[src/rtl/pdm_pkg.sv]
`timescale 1ns/1ps
// Shared widths, feedback constants, state type and saturation helpers for
// the PDM microphone emulator and its capture-side companions.
package pdm_pkg;

  localparam int unsigned PCM_W  = 16;
  localparam int unsigned INT1_W = 20;
  localparam int unsigned INT2_W = 24;

  localparam logic signed [PCM_W-1:0] FB_POS = 16'sh7FFF;
  localparam logic signed [PCM_W-1:0] FB_NEG = 16'sh8000;

  typedef enum logic {
    SLEEP = 1'b0,
    RUN   = 1'b1
  } state_e;

  // Clamp a two-bit-wider sum into the first integrator's range.
  function automatic logic signed [INT1_W-1:0] sat_int1(input logic [INT1_W+1:0] v);
    if (v[INT1_W+1:INT1_W-1] == 3'b000 || v[INT1_W+1:INT1_W-1] == 3'b111)
      return v[INT1_W-1:0];
    else if (v[INT1_W+1])
      return {1'b1, {(INT1_W-1){1'b0}}};
    else
      return {1'b0, {(INT1_W-1){1'b1}}};
  endfunction

  // Clamp a two-bit-wider sum into the second integrator's range.
  function automatic logic signed [INT2_W-1:0] sat_int2(input logic [INT2_W+1:0] v);
    if (v[INT2_W+1:INT2_W-1] == 3'b000 || v[INT2_W+1:INT2_W-1] == 3'b111)
      return v[INT2_W-1:0];
    else if (v[INT2_W+1])
      return {1'b1, {(INT2_W-1){1'b0}}};
    else
      return {1'b0, {(INT2_W-1){1'b1}}};
  endfunction

endpackage

[src/rtl/sync_edge_detect.sv]
`timescale 1ns/1ps
// Two-flop synchronizer for an asynchronous clock-like input, followed by
// registered one-cycle rise/fall pulses in the clk domain.
module sync_edge_detect (
  input  logic clk,
  input  logic rst,
  input  logic async_in,
  output logic rise_det,
  output logic fall_det
);

  logic sync1_q, sync1_d;
  logic sync2_q, sync2_d;
  logic prev_q,  prev_d;
  logic rise_q,  rise_d;
  logic fall_q,  fall_d;

  // Next-state: shift the pin through the synchronizer and compare stages.
  always_comb begin
    sync1_d = async_in;
    sync2_d = sync1_q;
    prev_d  = sync2_q;
    rise_d  = sync2_q & ~prev_q;
    fall_d  = ~sync2_q & prev_q;
  end

  // Synchronizer, edge-detect and pulse registers.
  always_ff @(posedge clk) begin
    if (rst) begin
      sync1_q <= 1'b0;
      sync2_q <= 1'b0;
      prev_q  <= 1'b0;
      rise_q  <= 1'b0;
      fall_q  <= 1'b0;
    end else begin
      sync1_q <= sync1_d;
      sync2_q <= sync2_d;
      prev_q  <= prev_d;
      rise_q  <= rise_d;
      fall_q  <= fall_d;
    end
  end

  assign rise_det = rise_q;
  assign fall_det = fall_q;

endmodule

[src/rtl/pdm_mic_emulator.sv]
`timescale 1ns/1ps
// PDM microphone stand-in: second-order sigma-delta modulation of host PCM
// samples, clocked by the externally supplied mic clock, with a one-deep
// sample hold register and an idle-timeout sleep state.
module pdm_mic_emulator
  import pdm_pkg::*;
#(
  parameter int unsigned CHANNEL     = 0,
  parameter int unsigned DECIM       = 64,
  parameter int unsigned IDLE_CYCLES = 255
) (
  input  logic              clk,
  input  logic              rst,
  input  logic              mic_clk,
  input  logic [PCM_W-1:0]  sample_in,
  input  logic              sample_valid,
  output logic              sample_ready,
  output logic              pdm_out,
  output logic              pdm_oe,
  output logic              underrun
);

  localparam int unsigned      DEC_W     = (DECIM > 1) ? $clog2(DECIM) : 1;
  localparam logic [DEC_W-1:0] DEC_LAST  = DEC_W'(DECIM - 1);
  localparam logic [7:0]       IDLE_LAST = 8'(IDLE_CYCLES - 1);

  logic rise_det, fall_det, launch_det, release_det, any_edge;
  logic consume, accept;

  state_e                    state_q, state_d;
  logic [7:0]                idle_q, idle_d;
  logic signed [INT1_W-1:0]  int1_q, int1_d, int1_new;
  logic signed [INT2_W-1:0]  int2_q, int2_d, int2_new;
  logic signed [PCM_W-1:0]   x_q, x_d, fb;
  logic [PCM_W-1:0]          hold_q, hold_d;
  logic                      full_q, full_d;
  logic [DEC_W-1:0]          dec_q, dec_d;
  logic                      pdm_out_q, pdm_out_d;
  logic                      pdm_oe_q, pdm_oe_d;
  logic                      underrun_q, underrun_d;

  sync_edge_detect u_sync (
    .clk      (clk),
    .rst      (rst),
    .async_in (mic_clk),
    .rise_det (rise_det),
    .fall_det (fall_det)
  );

  assign launch_det  = (CHANNEL != 0) ? rise_det : fall_det;
  assign release_det = (CHANNEL != 0) ? fall_det : rise_det;
  assign any_edge    = rise_det | fall_det;

  // Consume depends only on registered state so ready/accept stay loop-free.
  assign consume      = launch_det && (dec_q == DEC_LAST) && full_q;
  assign sample_ready = !full_q || consume;
  assign accept       = sample_valid && sample_ready;

  // Modulator step from current state; committed only on a launch edge.
  always_comb begin
    fb = pdm_out_q ? FB_POS : FB_NEG;
    int1_new = sat_int1({{2{int1_q[INT1_W-1]}}, int1_q}
                      + {{(INT1_W+2-PCM_W){x_q[PCM_W-1]}}, x_q}
                      - {{(INT1_W+2-PCM_W){fb[PCM_W-1]}}, fb});
    int2_new = sat_int2({{2{int2_q[INT2_W-1]}}, int2_q}
                      + {{(INT2_W+2-INT1_W){int1_new[INT1_W-1]}}, int1_new}
                      - {{(INT2_W+2-PCM_W){fb[PCM_W-1]}}, fb});
  end

  // Sleep/run control, launch/release handling and sample hold register.
  always_comb begin
    state_d    = state_q;
    idle_d     = idle_q;
    int1_d     = int1_q;
    int2_d     = int2_q;
    x_d        = x_q;
    hold_d     = hold_q;
    full_d     = full_q;
    dec_d      = dec_q;
    pdm_out_d  = pdm_out_q;
    pdm_oe_d   = pdm_oe_q;
    underrun_d = 1'b0;

    // A wake-up edge is handled exactly like an edge seen while running.
    if (state_q == RUN || any_edge) begin
      state_d = RUN;
      if (any_edge) begin
        idle_d = '0;
      end else if (idle_q == IDLE_LAST) begin
        state_d   = SLEEP;
        idle_d    = '0;
        int1_d    = '0;
        int2_d    = '0;
        pdm_out_d = 1'b0;
        pdm_oe_d  = 1'b0;
      end else begin
        idle_d = idle_q + 8'd1;
      end

      if (launch_det) begin
        int1_d    = int1_new;
        int2_d    = int2_new;
        pdm_out_d = ~int2_new[INT2_W-1];
        pdm_oe_d  = 1'b1;
        if (dec_q == DEC_LAST) begin
          dec_d = '0;
          if (full_q) begin
            x_d    = hold_q;
            full_d = 1'b0;
          end else begin
            underrun_d = 1'b1;
          end
        end else begin
          dec_d = dec_q + 1'b1;
        end
      end

      if (release_det)
        pdm_oe_d = 1'b0;
    end

    if (accept) begin
      hold_d = sample_in;
      full_d = 1'b1;
    end
  end

  // State registers with synchronous reset.
  always_ff @(posedge clk) begin
    if (rst) begin
      state_q    <= SLEEP;
      idle_q     <= '0;
      int1_q     <= '0;
      int2_q     <= '0;
      x_q        <= '0;
      hold_q     <= '0;
      full_q     <= 1'b0;
      dec_q      <= '0;
      pdm_out_q  <= 1'b0;
      pdm_oe_q   <= 1'b0;
      underrun_q <= 1'b0;
    end else begin
      state_q    <= state_d;
      idle_q     <= idle_d;
      int1_q     <= int1_d;
      int2_q     <= int2_d;
      x_q        <= x_d;
      hold_q     <= hold_d;
      full_q     <= full_d;
      dec_q      <= dec_d;
      pdm_out_q  <= pdm_out_d;
      pdm_oe_q   <= pdm_oe_d;
      underrun_q <= underrun_d;
    end
  end

  assign pdm_out  = pdm_out_q;
  assign pdm_oe   = pdm_oe_q;
  assign underrun = underrun_q;

endmodule

[config.mk]
export PLATFORM = sky130hd
export DESIGN_NAME = pdm_mic_emulator
export DESIGN_NICKNAME = d
export VERILOG_FILES = /design/src/rtl/pdm_pkg.sv /design/src/rtl/sync_edge_detect.sv /design/src/rtl/pdm_mic_emulator.sv
export SDC_FILE = /design/constraint.sdc
export NUM_CORES = 1
export LEC_CHECK = 0
export ABC_AREA = 1
export BUFFER_PORTS_ARGS = -buffer_cell sky130_fd_sc_hd__clkbuf_2
export CELL_PAD_IN_SITES_DETAIL_PLACEMENT = 0
export CELL_PAD_IN_SITES_GLOBAL_PLACEMENT = 1
export CORE_MARGIN = 2
export CORE_UTILIZATION = 50
export CTS_CLUSTER_SIZE = 25
export DETAILED_ROUTE_END_ITERATION = 8
export PLACE_DENSITY_LB_ADDON = 0.1
export SLEW_MARGIN = 25
export SYNTH_ARGS = -nofsm -noshare
export SYNTH_HDL_FRONTEND = slang
export SYNTH_HIERARCHICAL = 1
export SYNTH_SLANG_ARGS = --single-unit
[constraint.sdc]
create_clock -name clk -period 10 [get_ports clk]
set_input_delay 1.5 -clock clk [delete_from_list [all_inputs] [get_ports clk]]
set_output_delay 1.5 -clock clk [all_outputs]
set_load 0.01 [all_outputs]
After elaboration in Yosys (flattened, before gate mapping)
Index checks and enable logic that the tools add are counted.

word-level totals
  register bits = 100
  output and inout port bits = 4
  input bits = 20
  word-level logic and storage cells = 84

operators by class
  bitwise logic cells = 9
  $add $sub $neg = 6
  eq/ne operators = 6
  muxes and demuxes = 26
  reductions and logical operators = 21

operator list
  cell                                                              number
  24-bit two-way mux                                                5
  20-bit two-way mux                                                5
  25-bit by 16-bit subtractor with 26-bit output                    1
  24-bit by 20-bit adder with 25-bit output                         1
  21-bit by 16-bit subtractor with 22-bit output                    1
  20-bit by 16-bit adder with 21-bit output                         1
  16-bit two-way mux                                                1
  8-bit two-way mux                                                 2
  1-bit two-way mux                                                 12
  3-bit AND reduction                                               3
  8-bit by 1-bit adder with 8-bit output (second input constant)    1
  8-bit == test (second input constant)                             1
  2-bit nonzero test                                                4
  6-bit by 1-bit adder with 6-bit output (second input constant)    1
  3-bit == test (second input constant)                             2
  6-bit == test (second input constant)                             1
  3-bit zero test                                                   2
  6-bit two-way mux                                                 1
  1-bit inverter                                                    6
  1-bit logical OR                                                  4
  4-bit AND reduction                                               1
  4-bit OR reduction                                                1
  1-bit logical AND                                                 3
  3-bit by 1-bit != test with 1-bit output (second input constant)  1
  other kinds (6)                                                   7

Longest topological paths before layout
Gate-level depths: netlist of run 1.

  depth in word-level cells = 12
  depth in mapped cells = 38
  mapped depth without buffers = 36

By module
Netlist of run 1, hierarchy kept.

modules (own cells, without submodules)
  module            sequential area each (um^2)  instances  cells each  area an instance (um^2)
  pdm_mic_emulator  1901.8                       1          1216        8074.0
  sync_edge_detect  100.1                        1          15          140.1

Worst setup path before layout of run 1
OpenSTA, ideal clock, no wires.

  path type = reg-to-reg
  from = register pdm_out_q, in the netlist pdm_out
  to = register int2_q[15]
  buffers on the path = 2
  data arrival time = 5.599 ns
  path slack = 4.262 ns
  data required time = 9.861 ns
  setup time = 0.139 ns
  clock period less this slack = 5.738 ns
  stages on the path, launching flop included = 33
  cells stage by stage = dfxtp_1 fa_1 inv_1 ha_1 a21oi_1 nand2_2 nand3_1 nand2_1 nand2_1 nand3_1 nand2_1 nand2_2 nand2_1 buf_2 o21ai_0 fa_1 inv_1 fa_1 inv_1 nand3_1 nand2_1 nand2_1 nand2_1 nand2_1 nand3_2 nand2_1 nand2_1 nand2_2 nand2_1 buf_2 nand3_1 nand2_1 a21oi_2

between the ends
  longest elaborated chain between the ends = 11
  elaborated cells between the ends (all ways) = 15
  classes of those cells = 3 x add/sub; 2 x eq/ne; 6 x mux; 4 x reduce/logical

ends and longest elaborated chain
  element                                                  RTL line                 RTL
  start, declared                                          pdm_mic_emulator.sv:38   logic pdm_out_q, pdm_out_d;
  start signal, assigned                                   pdm_mic_emulator.sv:151  pdm_out_q <= pdm_out_d;
  16-bit two-way mux (*)                                   pdm_mic_emulator.sv:61   fb = pdm_out_q ? FB_POS : FB_NEG;
  21-bit by 16-bit subtractor with 22-bit output           pdm_mic_emulator.sv:64   - {{(INT1_W+2-PCM_W){fb[PCM_W-1]}}, fb});
  3-bit == test / 3-bit zero test (equally long branches)  pdm_pkg.sv:20            if (v[INT1_W+1:INT1_W-1] == 3'b000 || v[INT1_W+1:INT1_W-1] == 3'b111)
  1-bit logical OR                                         pdm_pkg.sv:20
  20-bit two-way mux                                       pdm_pkg.sv:20
  24-bit by 20-bit adder with 25-bit output                pdm_mic_emulator.sv:66   + {{(INT2_W+2-INT1_W){int1_new[INT1_W-1]}}, int1_new}
  25-bit by 16-bit subtractor with 26-bit output (*)       pdm_mic_emulator.sv:67   - {{(INT2_W+2-PCM_W){fb[PCM_W-1]}}, fb});
  3-bit == test / 3-bit zero test (equally long branches)  pdm_pkg.sv:30            if (v[INT2_W+1:INT2_W-1] == 3'b000 || v[INT2_W+1:INT2_W-1] == 3'b111)
  1-bit logical OR                                         pdm_pkg.sv:30
  24-bit two-way mux (*)                                   pdm_pkg.sv:30
  24-bit two-way mux (*)                                   pdm_mic_emulator.sv:100  if (launch_det) begin
  end signal, assigned                                     pdm_mic_emulator.sv:146  int2_q <= int2_d;
  end, declared                                            pdm_mic_emulator.sv:33   logic signed [INT2_W-1:0] int2_q, int2_d, int2_new;

Every way passes the cells marked *; elsewhere a longest branch is shown, timed or not.
A chain may end at the register's enable or synchronous reset.

Final worst setup path of run 1
  from = register pdm_out_q, in the netlist pdm_out
  to = register int2_q[4]

Same word-level chain as after synthesis.

==> impl_metrics.ini, run 1 <==
[run_status]
status = finished, final reports clean

[route]
via_count = 7208
drt-total-wl_mm = 20.01
antenna_left = 0
first_iter_violations = 384
drc = 0
wire_per_inst_um = 13.74
dr.pass1.iters = 5
viasPerCell = 4.951

[power_and_ir_drop]
powerDensity_nw_per_um2 = 164.8
ir_drop_mv = 0.1098
p_leak_uw = 0.004453
design_power_total_uw = 1446

[sta]
tightest_slew_ns = 0.9565
rsz0062_at_grt = false
slew_headroom_pct = 36.15
fin_crit_sh_pct = 67.90
setup_viol = 0
drv_slew = 0
tns_ns = 0
finClkSkew_ns = 0.01155
hold_viol = 0
max_freq_mhz = 147.3
period_needed_ns = 6.790
setup_ws_ns = 3.210

[global_routing]
gr-total-overflow = 0
grt_usage_pct = 23.73
grt_pass1_wl_mm = 33.72
grt_pass1_vias = 6669
grt_max_degree = 56
antenna_found_initial = 0

[floorplanning]
die_y_um = 132.2
dieWidth_um = 132.2
coreArea_um2 = 15940
num_rows = 46
dieArea_um2 = 17470
io_pins = 24
start_util_pct = 51.52

[placement]
port-buffer-count = 23
place_ws_ns = 3.227
globalplace.congestion = 0.9060
hpwl_mm = 15.62

[logic_synthesis]
ys_warn_count = 6
yosysUniqueCellTypes = 38
ys_seq_area_share_pct = 24.37
synth_area_leaders = dfxtp_1 24%, nand2_1 16%, inv_1 11%, fa_1 11%, ha_1 7.8%
synth_commonest_cells = 340 x nand2_1, 243 x inv_1, 109 x a21oi_1
yosys_most_used_dff = dfxtp_1
ys_async_sr_fraction_pct = 0
ys_ff_latch = 100
yosysTopAreaCellShare_pct = 24.37
synth_edf_count = 0
synth_top_area_cell = dfxtp_1
synth_area_um2 = 8214
synth_nets = 1346
synth.most_common_cell = nand2_1
syn-instance-count = 1231
avgSynthCellArea_um2 = 6.673

[worst_setup_path]
crit_path_end_kind = flop
crit_type = reg2reg
crit_arrival_ns = 7.01
path_delay_family = simple AND/OR/NAND/NOR gates
critical_path_buf_inv_count = 3
slowest_stage = dfxtp_2
path_common_cell = nand2_1
crit_fanout = 24
critical_path_required_ns = 10.22
critPathMaxStageDelay_ns = 0.95
start_kind = flop

[cts]
clk_pin_slew_ns = 0.08
post_cts_buffers = 0
cts_resized = 0
cts_tree = done
root_buffer = clkbuf_16
htreeDepth = 3
cts_hold_buf = 0
clk_latency_ns = 0.36
clockBufferDepth = 2
cts_made_buffers = 9
cts_sinks = 100

[flow_run]
maxCapViolCount = 0

[layout]
layout-drive-gt1-share_pct = 6.290
multi_input_area_um2 = 5125
seq_area_um2 = 2003
fillCellCount = 1614
final_nets = 1350
area_delta_synth_final_pct = 6.809
diodes = 0

[min_path]
min_path_type = reg2reg
worst register-to-register path: cells and delay by family (launching register included):
kind | cells | cell delay [ns]
compound gates | 3 | 0.52
fa+ha+maj | 4 | 1.83
buf+inv | 3 | 0.26
flops | 1 | 0.95
simple gates | 20 | 3.10
power by group:
| part | internal [µW] | switching (µW) | leakage [µW] | total, µW |
|---|---|---|---|---|
| registers | 409 | 7.02 | 0.000811 | 416 |
| clock network | 180 | 184 | 0.000152 | 364 |
| logic | 249 | 417 | 0.00349 | 666 |
registers in the layout (all words and copies together) (netlist names):
register,flops
u_sync/prev_d,1
full_q,1
underrun,1
int2_q,24
x_q,16
u_sync/prev_q,1
hold_q,16
u_sync/fall_det,1
pdm_out,1
pdm_oe,1
u_sync/sync1_q,1
state_q,1
dec_q,6
u_sync/rise_det,1
idle_q,8
int1_q,20
area by class of cell:
cell class                 count  area share, %
tap                          216          3.080
sequential                   100          22.83
timing repair buffer          26          1.569
clock inverter                 7          1.013
clock buffer                   9          2.567
inverter                     246          10.52
multi-input combinational    852          58.41
metrics by stage:
step	area, µm²	util (%)	std cells	hold WS [ns]
floorplan	8214	-	1231	0.3883
global placement	8459	53.06	1440	0.4006
detailed placement	8459	53.06	1440	0.4004
CTS	8773	55.03	1456	0.4161
global route	8773	55.03	1456	0.4440
finish	8773	55.03	1456	0.4140
logic make-up after synthesis:
family	share of synthesized area (%)
AOI/OAI and AO/OA	12.58
xor gates and xnor gates	3.945
DFF	24.37
adders and majority gates	18.49
buffers and inverters	13.24
and+or+nand+nor	27.37
path summary, 6_finish.rpt:
path | start | to | slack, ns | depth (start not counted)
setup / recovery | pdm_out$_SDFFE_PP0P_ | int2_q[4]$_SDFFE_PP0P_ | 3.21 | 30
hold / removal | u_sync/sync1_q$_SDFF_PP0_ | u_sync/prev_d$_SDFF_PP0_ | 0.41 | 2
setup reg to reg | pdm_out$_SDFFE_PP0P_ | int2_q[4]$_SDFFE_PP0P_ | 3.21 | 30
hold reg to reg | u_sync/sync1_q$_SDFF_PP0_ | u_sync/prev_d$_SDFF_PP0_ | 0.41 | 2
metal layers:
metal	share of wire, %	track usage [%]
met1	50	35.12
met2	44	36.26
met3	4.2	3.614
met4	1.5	5.914
met5	0	0
cell usage in the layout (no fill, tap or decap), types with 2 or more instances in the layout:
master / netlist / routed
nand3_1: 81 / 81
clkbuf_2: 0 / 23
nand3b_1: 4 / 4
o21bai_1: 8 / 8
and2_1: 4 / 4
fa_1: 44 / 44
nor3b_1: 2 / 2
nand2_2: 9 / 9
nand2_1: 340 / 340
inv_2: 3 / 3
a21oi_2: 15 / 15
inv_8: 0 / 2
dfxtp_1: 100 / 99
xor2_1: 15 / 15
a211oi_1: 2 / 2
nor2_1: 64 / 64
ha_1: 51 / 51
o21ai_0: 41 / 41
nor2_2: 3 / 3
xnor2_1: 22 / 22
clkbuf_16: 0 / 9
nor3_2: 2 / 2
clkinv_8: 0 / 3
a21oi_1: 109 / 109
a31oi_1: 4 / 4
buf_4: 0 / 3
nor3_1: 8 / 8
inv_1: 243 / 243
nand4_1: 14 / 14
No activity file was read; power rests on OpenSTA's default activity.
==> run 2, diff against run 1 <==
--- a/config.mk
+++ b/config.mk
@@ -5,12 +5,12 @@
 export SDC_FILE = /design/constraint.sdc
 export NUM_CORES = 1
 export LEC_CHECK = 0
-export ABC_AREA = 1
+export ABC_AREA = 0
 export BUFFER_PORTS_ARGS = -buffer_cell sky130_fd_sc_hd__clkbuf_2
 export CELL_PAD_IN_SITES_DETAIL_PLACEMENT = 0
 export CELL_PAD_IN_SITES_GLOBAL_PLACEMENT = 1
 export CORE_MARGIN = 2
-export CORE_UTILIZATION = 50
+export CORE_UTILIZATION = 48
 export CTS_CLUSTER_SIZE = 25
 export DETAILED_ROUTE_END_ITERATION = 8
 export PLACE_DENSITY_LB_ADDON = 0.1
==> constraint.sdc (replaced) <==
create_clock -name clk -period 6.4 [get_ports clk]
set_input_delay 0.96 -clock clk [delete_from_list [all_inputs] [get_ports clk]]
set_output_delay 0.96 -clock clk [all_outputs]
set_load 0.01 [all_outputs]
==> impl_metrics.ini, run 2 <==
[run_status]
status = finished, final reports clean

[logic_synthesis]
synth_edf_count = 0
synth_top_area_cell = dfxtp_1
syn-instance-count = 969
synth_nets = 1084
yosysTopAreaCellShare_pct = 25.41
synth.most_common_cell = nand2_1
yosys_most_used_dff = dfxtp_1
ys_seq_area_share_pct = 25.41
synth_area_leaders = dfxtp_1 25%, fa_1 11%, ha_1 8.1%, nand2_1 6.6%, a21oi_1 6.3%
avgSynthCellArea_um2 = 8.131
synth_area_um2 = 7879
ys_ff_latch = 100
ys_async_sr_fraction_pct = 0
ys_warn_count = 6
yosysUniqueCellTypes = 80
synth_commonest_cells = 138 x nand2_1, 111 x inv_1, 100 x dfxtp_1

[sta]
setup_ws_ns = 0.1264
finClkSkew_ns = 0.008306
drv_slew = 0
period_needed_ns = 6.274
tightest_slew_ns = 0.7528
setup_viol = 0
tns_ns = 0
slew_headroom_pct = 49.75
hold_viol = 0
max_freq_mhz = 159.4
fin_crit_sh_pct = 98.02

[floorplanning]
dieArea_um2 = 17450
dieWidth_um = 132.1
die_y_um = 132.1
coreArea_um2 = 15940
start_util_pct = 49.42
io_pins = 24
num_rows = 46

[route]
drc = 0
first_iter_violations = 389
wire_per_inst_um = 17.03
dr.pass1.iters = 5
antenna_left = 0
drt-total-wl_mm = 20.94
viasPerCell = 5.647
via_count = 6940

[worst_setup_path]
crit_path_end_kind = flop
rr_worst_depth = 24
r2r_end = int2_q[12]$_SDFFE_PP0P_
critical_path_required_ns = 6.64
crit_type = reg2reg
r2r-start = pdm_out$_SDFFE_PP0P_
crit_fanout = 17
start_kind = flop
crit_arrival_ns = 6.52
rrSetupSlack_ns = 0.13

[cts]
cts_made_buffers = 9
cts_tree = done
clk_pin_slew_ns = 0.07
root_buffer = clkbuf_16
clockBufferDepth = 2
cts_hold_buf = 0
clk_latency_ns = 0.36
cts_sinks = 100
htreeDepth = 3

[placement]
place_ws_ns = -0.1500
hpwl_mm = 15.31
globalplace.congestion = 0.8989
port-buffer-count = 23

[min_path]
min_path_type = reg2reg
min_from = u_sync/prev_q$_SDFF_PP0_
min_to = u_sync/rise_det$_SDFF_PP0_
whs_path_depth = 1

[global_routing]
grt_usage_pct = 23.32
use_met1_pct = 30.73
gr-total-overflow = 0
busiest_layer = met2
grt_pass1_wl_mm = 33.09
antenna_found_initial = 0
grt_max_degree = 61
met3_usage_pct = 2.807
use_met2_pct = 40.13
grt_pass1_vias = 6608

[flow_run]
maxCapViolCount = 0

[layout]
fillCellCount = 1481
final_nets = 1124
largest_reg_flops = 24
final_cell_mix = 136 x nand2_1, 108 x inv_1, 98 x dfxtp_1
largest-register = int2_q
final_common_cell = nand2_1
layout_top_registers = int2_q (24), int1_q (20)
area_delta_synth_final_pct = 17.31
layout-drive-gt1-share_pct = 19.35
diodes = 0

[power_and_ir_drop]
p_leak_uw = 0.003900
powerDensity_nw_per_um2 = 266.9
ir_drop_mv = 0.2721
-- run 2: cell count changes after synthesis, sizes merged, moves of 8 or more --
cell | before | now
a21o | 0 | 18
a21oi | 125 | 101
nand2 | 350 | 141
nand3 | 82 | 28
a221o | 0 | 10
inv | 246 | 111
buf | 15 | 23
xor2 | 15 | 24
o21a | 1 | 10
and3 | 1 | 10
-- run 2: what timing repair did --
action / in CTS / in global routing
resized for setup: 14 / 93
pin swaps: 7 / 36
gates cloned: 2 / 2
endpoints found under the hold margin: 0 / 0
setup buffers: 7 / 14
endpoints found under the setup margin: 23 / 23
-- run 2: worst max-delay path by stage --
stage / start / endpoint / slack (ns) / depth (start not counted)
final: pdm_out$_SDFFE_PP0P_ / int2_q[12]$_SDFFE_PP0P_ / 0.13 / 24
after global routing: pdm_out$_SDFFE_PP0P_ / int2_q[3]$_SDFFE_PP0P_ / -0.11 / 25
after CTS: pdm_out$_SDFFE_PP0P_ / int2_q[3]$_SDFFE_PP0P_ / 0.008 / 28
after detailed placement: pdm_out$_SDFFE_PP0P_ / int2_q[15]$_SDFFE_PP0P_ / -0.15 / 22
after global placement: pdm_out$_SDFFE_PP0P_ / int2_q[19]$_SDFFE_PP0P_ / -0.07 / 22
after floorplan: pdm_out$_SDFFE_PP0P_ / int2_q[8]$_SDFFE_PP0P_ / 0.31 / 24
-- run 2: logic make-up (layout without fill, tap and decap cells) --
kind of cell,after synthesis,after routing,synth area share [%]
simple gates,314,315,18.60
compound gates,262,262,23.41
flops,100,100,25.41
buf+inv,152,195,8.178
fa+ha+maj,95,95,19.28
mux,1,1,0.1270
xor+xnor,45,45,5.002
-- run 2: cell type report --
type / instances / area (µm²) / share of cell area (%)
multi-input cells: 718 / 5734 / 62.04
clock inverters: 6 / 61.31 / 0.6633
inverters: 111 / 416.7 / 4.508
well taps: 216 / 270.3 / 2.924
flip-flops and latches: 100 / 2007 / 21.71
clock buffers: 9 / 225.2 / 2.437
repair buffers: 69 / 528.0 / 5.713
-- run 2: critical path, stage by stage (launching register included) --
cell and delay, ns:
dfxtp_4 0.39, buf_12 0.16, fa_1 0.54, inv_2 0.06, ha_4 0.24, a211oi_2 0.25, o211ai_1 0.19, a211oi_2 0.29
o22ai_2 0.18, nor4b_4 0.17, o32ai_2 0.27, buf_4 0.17, buf_4 0.19, a21oi_1 0.12, nor2_1 0.20, fa_1 0.46
ha_2 0.42, nand2_2 0.12, o21a_2 0.28, or3b_1 0.38, o221a_4 0.31, nand2_8 0.12, a21oi_4 0.08, buf_12 0.16
a2111o_1 0.39
-- run 2: metal layers --
layer  up-vias  share of wire (%)  wire length [µm]
met5         -                  0                 0
met4         0                2.2               451
met3        30                3.2               671
met2       134                 49             10290
met1      3354                 45              9524
li1       3422                  -                 -
-- run 2: stage by stage --
step                      std cells  util, %  total power [µW]  instance area (µm²)  hold WS, ns
after floorplan                 969        -              1467                 7880       0.3872
after global placement         1189    51.59              1731                 8224       0.3953
after detailed placement       1189    51.59              1739                 8224       0.4112
after CTS                      1213    54.34              2319                 8663       0.4218
after global routing           1229    57.97              2600                 9243       0.4228
final                          1229    57.97              2467                 9243       0.4211
-- run 2: report_power, final --
part / total, µW / internal (µW) / switching [µW]
clock network: 538 / 271 / 267
registers: 646 / 636 / 10.4
logic: 1280 / 527 / 755
total: 2470 / 1430 / 1030
